## config.mk

```make
export PLATFORM = sky130hd
export DESIGN_NAME = if_fetch
export DESIGN_NICKNAME = d
export VERILOG_FILES = /design/src/rtl/if_fetch_pkg.sv /design/src/rtl/if_fetch_pc_reg.sv /design/src/rtl/if_fetch.sv
export SDC_FILE = /design/constraint.sdc
export NUM_CORES = 1
export LEC_CHECK = 0
export ABC_AREA = 0
export BUFFER_PORTS_ARGS = -buffer_cell sky130_fd_sc_hd__buf_2
export CAP_MARGIN = 20
export CORE_MARGIN = 2
export CORE_UTILIZATION = 56
export DETAILED_ROUTE_END_ITERATION = 8
export PLACE_DENSITY = 0.91
export SLEW_MARGIN = 10
export SYNTH_ARGS = -nofsm -noshare
export SYNTH_HDL_FRONTEND = slang
export SYNTH_SLANG_ARGS = --single-unit
```

## constraint.sdc

```tcl
create_clock -name clk -period 6.9 [get_ports clk]
set_clock_uncertainty 0.05 [all_clocks]
set_input_delay 0.345 -clock clk [delete_from_list [all_inputs] [get_ports clk]]
set_output_delay 0.345 -clock clk [all_outputs]
set_load 0.005 [all_outputs]
```

## src/rtl/if_fetch_pkg.sv

```systemverilog
// Shared CPU definitions for the instruction-fetch stage.
//   fetch_state_e  : fetch FSM state encoding
//   DefaultResetPc : default address of the first fetch after reset
//   Nop            : instruction word presented on a bubble
package if_fetch_pkg;

  typedef enum logic [1:0] {
    StIdle  = 2'd0,
    StFetch = 2'd1,
    StDrain = 2'd2,
    StHold  = 2'd3
  } fetch_state_e;

  localparam logic [31:0] DefaultResetPc = 32'h0000_0000;
  localparam logic [31:0] Nop            = 32'h0000_0000;
  localparam logic [31:0] PcStep         = 32'd4;

endpackage

```

## src/rtl/if_fetch_pc_reg.sv

```systemverilog
// Program counter register with +4 increment and redirect mux.
//   clk_i    : clock
//   rst_i    : asynchronous active-high reset, loads RESET_PC
//   load_i   : redirect to target_i (takes priority over inc_i)
//   target_i : redirect address; bits [1:0] are forced to zero
//   inc_i    : advance by one word (wraps modulo 2^32)
//   pc_o     : current program counter
module pc_reg
  import if_fetch_pkg::*;
#(
  parameter logic [31:0] RESET_PC = DefaultResetPc
) (
  input  logic        clk_i,
  input  logic        rst_i,
  input  logic        load_i,
  input  logic [31:0] target_i,
  input  logic        inc_i,
  output logic [31:0] pc_o
);

  logic [31:0] pc_d, pc_q;

  always_comb begin
    pc_d = pc_q;
    if (load_i) begin
      pc_d = target_i & ~32'h0000_0003;
    end else if (inc_i) begin
      pc_d = pc_q + PcStep;
    end
  end

  always_ff @(posedge clk_i or posedge rst_i) begin
    if (rst_i) begin
      pc_q <= RESET_PC;
    end else begin
      pc_q <= pc_d;
    end
  end

  assign pc_o = pc_q;

endmodule

```

## src/rtl/if_fetch.sv

```systemverilog
// Instruction fetch stage: issues word fetches to instruction memory and
// registers the returned instruction towards the IF/ID stage.
//   clk, reset            : clock, asynchronous active-high reset
//   stall                 : downstream stall
//   branch_flag/_target   : one-cycle redirect request and its target
//   imem_req/_addr        : memory request (level) and word address
//   imem_ack/_rdata       : request completion and returned instruction
//   if_pc/if_inst/if_valid: registered fetch result (if_valid=0 is a bubble)
module if_fetch
  import if_fetch_pkg::*;
#(
  parameter logic [31:0] RESET_PC = DefaultResetPc
) (
  input  logic        clk,
  input  logic        reset,
  input  logic        stall,
  input  logic        branch_flag,
  input  logic [31:0] branch_target,
  output logic        imem_req,
  output logic [31:0] imem_addr,
  input  logic        imem_ack,
  input  logic [31:0] imem_rdata,
  output logic [31:0] if_pc,
  output logic [31:0] if_inst,
  output logic        if_valid
);

  fetch_state_e state_d, state_q;
  logic [31:0]  if_pc_d, if_pc_q;
  logic [31:0]  if_inst_d, if_inst_q;
  logic         if_valid_d, if_valid_q;
  // Address of the request still outstanding when a branch redirected pc.
  logic [31:0]  drain_addr_d, drain_addr_q;
  logic         pc_load, pc_inc;
  logic [31:0]  pc;

  pc_reg #(
    .RESET_PC(RESET_PC)
  ) u_pc_reg (
    .clk_i   (clk),
    .rst_i   (reset),
    .load_i  (pc_load),
    .target_i(branch_target),
    .inc_i   (pc_inc),
    .pc_o    (pc)
  );

  always_comb begin
    state_d      = state_q;
    if_pc_d      = if_pc_q;
    if_inst_d    = if_inst_q;
    if_valid_d   = if_valid_q;
    drain_addr_d = drain_addr_q;
    pc_load      = 1'b0;
    pc_inc       = 1'b0;

    // A branch always squashes the stage output, whatever the state.
    if (branch_flag) begin
      pc_load    = 1'b1;
      if_inst_d  = Nop;
      if_valid_d = 1'b0;
    end

    unique case (state_q)
      StIdle: state_d = StFetch;
      StFetch: begin
        if (branch_flag) begin
          if (!imem_ack) begin
            // Request cannot be withdrawn: finish it at the old address.
            state_d      = StDrain;
            drain_addr_d = pc;
          end
        end else if (imem_ack) begin
          if_pc_d    = pc;
          if_inst_d  = imem_rdata;
          if_valid_d = 1'b1;
          pc_inc     = 1'b1;
          state_d    = stall ? StHold : StFetch;
        end else if (!stall) begin
          if_inst_d  = Nop;
          if_valid_d = 1'b0;
        end
      end
      StDrain: begin
        if (imem_ack) begin
          state_d = StFetch;
        end
      end
      StHold: begin
        if (branch_flag || !stall) begin
          state_d = StFetch;
        end
      end
      default: state_d = StIdle;
    endcase
  end

  always_ff @(posedge clk or posedge reset) begin
    if (reset) begin
      state_q      <= StIdle;
      if_pc_q      <= 32'h0;
      if_inst_q    <= Nop;
      if_valid_q   <= 1'b0;
      drain_addr_q <= 32'h0;
    end else begin
      state_q      <= state_d;
      if_pc_q      <= if_pc_d;
      if_inst_q    <= if_inst_d;
      if_valid_q   <= if_valid_d;
      drain_addr_q <= drain_addr_d;
    end
  end

  assign imem_req  = (state_q == StFetch) || (state_q == StDrain);
  assign imem_addr = (state_q == StDrain) ? drain_addr_q : pc;
  assign if_pc     = if_pc_q;
  assign if_inst   = if_inst_q;
  assign if_valid  = if_valid_q;

endmodule

```

* Yosys cells after proc, flatten, opt, wreduce, memory -nomap -nowiden *
Cells that the tools add are included.

word-level totals
  input port bits = 69
  output and inout port bits = 98
  register bits = 131
  word-level logic and storage cells = 48

cells by class
  reductions and logical operators = 8
  equal/unequal tests = 7
  add/subtract/negate cells = 1
  bitwise operators = 2
  muxes and demuxes = 24

operators by type and width
  kind                                           number
  two-way mux 32 bit                             8
  adder 32 x 3 -> 32 bit, second input constant  1
  two-way mux 2 bit                              6
  two-way mux 1 bit                              9
  case mux 2 bit (4 select lines)                1
  != test 3 bit, second input constant           2
  AND reduction 3 bit                            2
  == test 2 bit, second input constant           2
  != test 2 bit, second input constant           2
  AND reduction 4 bit                            1
  == test 2 x 1 -> 1 bit, second input constant  1
  logical NOT 2 bit                              1
  logical OR 1 bit                               2
  NOT 1 bit                                      2
  nonzero test 2 bit                             1
  logical NOT 1 bit                              1

* Logic depth before layout (Yosys ltp) *
  depth in word-level cells = 5
  gate-level depth with buffers = 8
  gate-level depth less buffers = 6

* By module *
A second synthesis with hierarchy kept.

second synthesis, totals
  cell total of the unflattened synthesis = 468
  area, all modules = 6040.8 sq um

modules (own cells, without submodules)
  module    times used  area an instance (sq um)  seq. area each (sq um)  cells each
  if_fetch  1           4252.8                    2477.4                  271
  pc_reg    1           1788.0                    750.7                   197

* Worst setup path after synthesis *
OpenSTA, ideal clock, no wires.

  path type = flip-flop to flip-flop
  start = reg state_q[1]
  end = reg u_pc_reg.pc_q[31], in the netlist u_pc_reg.pc_o[31]
  period minus slack after synthesis = 2.115 ns
  path buffers = 1
  library setup time = 0.120 ns
  cell stages (with the launch flop) = 8
  slack = 4.785 ns
  required time = 6.730 ns
  arrival = 1.946 ns
  cell sequence = dfrtp_1 -> inv_1 -> ha_1 -> buf_6 -> nand4_4 -> or3_4 -> or4_1 -> a31o_1

on the way
  longest elaborated chain between the ends = 3

RTL lines
  element                              RTL line               RTL
  start: declaration                   if_fetch.sv:28         fetch_state_e state_d, state_q;
  start signal: assignment             if_fetch.sv:100        state_q <= StIdle;
  start signal: assignment             if_fetch.sv:106        state_q <= state_d;
  == test 2 x 1 -> 1 bit               if_fetch.sv:64         unique case (state_q)
  two-way mux 1 bit                    if_fetch.sv:64
  nonzero test 2 bit (no source line)  -
  end signal: assignment               if_fetch_pc_reg.sv:36  pc_q <= pc_d;
  end: declaration                     if_fetch_pc_reg.sv:21  logic [31:0] pc_d, pc_q;

No other way between the ends.
A chain may end at the register's enable or synchronous reset.

* Worst setup path in the final report *
  start = reg state_q[0]
  end = out imem_addr[12]

on the way
  longest elaborated chain between the ends = 2

RTL lines
  element             RTL line         RTL
  == test 2 bit       if_fetch.sv:115  assign imem_addr = (state_q == StDrain) ? drain_addr_q : pc;
  two-way mux 32 bit  if_fetch.sv:115
  end: declaration    if_fetch.sv:20   output logic [31:0] imem_addr,

No other way between the ends.

==> reports/metrics.yaml <==
wl_per_cell_microns: 19.1
avgSynthCellArea_sq_um: 11.9
grt.busiest_layer: "met2"
cts_tree: "done"
slew_viol_final: 0
relSlewSlack_pct: 40.0
clkPwrFrac_pct: 34.5
drcViolationCount: 0
path_class: "reg2out"
grtUsageMet2_pct: 46.5
post_cts_buffers: 0
use_met1_pct: 35.2
cts.clk_slew.worst_paths_ns: 0.06
synth_xor_area_share_pct: 1.80
p_leak_nw: 3.51
grt_pass1_vias: 4877
cp.arrival_ns: 2.54
hold_violations: 0
fp.dieH_microns: 106
row_count: 37
synth_edf_count: 0
drv_cap: 0
hold_path_depth: 2
muxShareOfSynthArea_pct: 16.6
synth_area_leaders: "dfrtp_1, mux2_2, a22o_1"
grt_usage_pct: 28.2
endpoint_kind: "output port"
drt_wl_total_microns: 15500
r2r_slack_ns: 4.18
yosysTopAreaCell: "dfrtp_1"
synth_simple_gate_area_share_pct: 11.5
htree_levels: 4
synth_most_common_cell: "dfrtp_1"
status: "finished clean"
drive_gt1_share_pct: 43.1
nNetsFinal: 735
cts_buffers: 17
gp_congestion: 0.813
setup-violations-final: 0
initial_core_util_pct: 57.0
p_int_mw: 2.01
grt_pass1_wl_microns: 24500
powerDensity_nw_per_um2: 370
fp.dieW_microns: 106
period_share_pct: 42.5
synthesis.area_sq_um: 5830
totalPowerFinal_mw: 2.80
clk_latency_ns: 0.52
vias: 4803
switchingPower_mw: 0.799
post-route-util_pct: 74.0
dpl_cell_area_sq_um: 6630
comb_power_share_pct: 25.6
fin_crit_ns: 2.93
grt_overflow: 0
ios: 167
hold_class: "in2reg"
tightest_slew_ns: 0.899
portBuffers: 160
antenna_found_initial: 0
holdBufCountCts: 26
crit_required_ns: 6.50
yosys_warnings: 0
crit_fanout: 25
synth-compound-area-share_pct: 11.0
clock_path_buffers: 2
antenna-diode-count: 0
die-area_sq_um: 11200
p_sw_share_pct: 28.5
ys.flop_type: "dfrtp_1"
r2r_end: "if_pc[26]"
min_to: "if_inst[27]"
cts_resized: 0
drt-pass1-iter-count: 6
ys_seq_area_share_pct: 53.6
area.growth.synth_to_final_pct: 29.8
rr_startpoint: "state_q[1]"
final_cell_area_sq_um: 7570
drtIter0Drc: 338
netlist_instances: 489
rsz0062_at_grt: "false"
clockRootBuffer: "clkbuf_8"
synthAdderAreaFrac_pct: 0.858
met3_usage_pct: 6.81
finalSetupTns_ns: 0
dp_hpwl_microns: 9840
synthDistinctLibCells: 49
synth_top_family_by_area: "multiplexers"
numClockSinks: 125
via_per_inst: 5.92
worstHoldStart: "imem_rdata[27]"
start_kind: "register"
yosys-top-cells-count: "dfrtp_1, mux2_2, nand2_1"
rr_worst_depth: 6
synth.top_cell.area_share_pct: 53.6
synth_seq_cells: 125
async_flop_share_pct: 100
seq_power_share_pct: 39.9
core_sq_um: 10200
max_freq_mhz: 341
grt_max_degree: 71
drt.antenna.violating_nets: 0
irDropWorstVdd_mv: 0.239
[per-layer routing]
layer,share of wire (%),wire [microns],vias to the layer above
li1,-,-,2157
met4,3.4,527,0
met1,40,6140,2372
met3,5.7,878,49
met5,0,0,-
met2,51,7970,225
[flip-flops by register name, indices dropped and copies added, names as in the netlist]
signal         cells
if_inst           32
state_q            2
if_pc             30
u_pc_reg.pc_o     30
drain_addr_q      30
if_valid           1
[worst max path at each step]
stage                            end        from  slack [ns]  cells after the start
floorplan           drain_addr_q[10]       reset        3.18                      1
global placement            if_pc[2]  state_q[1]        4.32                      6
detailed placement         if_pc[26]  state_q[1]        4.21                      6
CTS                    imem_addr[12]  state_q[0]        3.99                      5
global route           imem_addr[12]  state_q[0]        3.86                      5
finish                 imem_addr[12]  state_q[0]        3.97                      5
[layout make-up]
type / count / area, sq um
Clock buffer: 22 / 463
Clock inverter: 10 / 185
Fill cell: 667 / 2660
Inverter: 10 / 40.0
Multi-Input combinational cell: 315 / 2470
Sequential cell: 125 / 3130
Tap cell: 136 / 170
Timing Repair Buffer: 193 / 1120
[cell usage in the layout (no fill, tap or decap), drive strengths merged, types with 3 or more instances in the layout]
cell type    Yosys  final
nand3           18     18
dlygate4sd3      0     29
bufinv           0      5
a21oi            5      5
nor4             4      4
or4             11     11
nor3             4      4
ha               4      4
dfrtp          125    125
or3              4      4
o41ai            4      4
o21ai           23     23
mux2            84     84
buf             19    164
and3             3      3
nor2            16     16
inv             10     10
a22o            32     32
clkinv           0      4
nand4           13     13
conb             1      4
clkbuf          21     22
xnor2            6      6
a31oi           11     11
nand2           36     36
o31ai            7      7
and4             5      5
xor2             6      6
[critical path, cell delays in order, from the launching register on]
cell,delay (ns)
dfrtp_1,0.43
inv_1,0.09
ha_1,0.53
buf_4,0.45
mux2_2,0.39
buf_2,0.13
[cells by family (layout without fill, tap and decap cells)]
family | after synthesis | count (layout)
multiplexers | 86 | 86
adder cells (fa/ha/maj) | 4 | 4
AO/OA/AOI/OAI | 90 | 90
XOR/XNOR | 12 | 12
other | 1 | 4
flip-flops | 125 | 125
AND/OR/NAND/NOR | 119 | 119
buffers and inverters | 52 | 235
[stage by stage]
step                      setup WS, ns  cells  hold slack, ns
final                             3.97    811          0.0114
after global routing              3.86    811         0.00219
after CTS                         3.99    808        0.000405
after detailed placement          4.21    750           0.421
after global placement            4.32    750           0.413
after floorplan                   3.18    492           0.400
[power by group through the flow]
stage	logic, mW	clock network [mW]	registers, mW
2_1_floorplan	0.439	0	1.09
3_3_place_gp	0.667	0	1.10
3_5_place_dp	0.696	0	1.12
4_1_cts	0.716	0.973	1.11
5_1_grt	0.783	1.01	1.15
6_report	0.719	0.967	1.12
No activity file was read; power rests on OpenSTA's default activity.
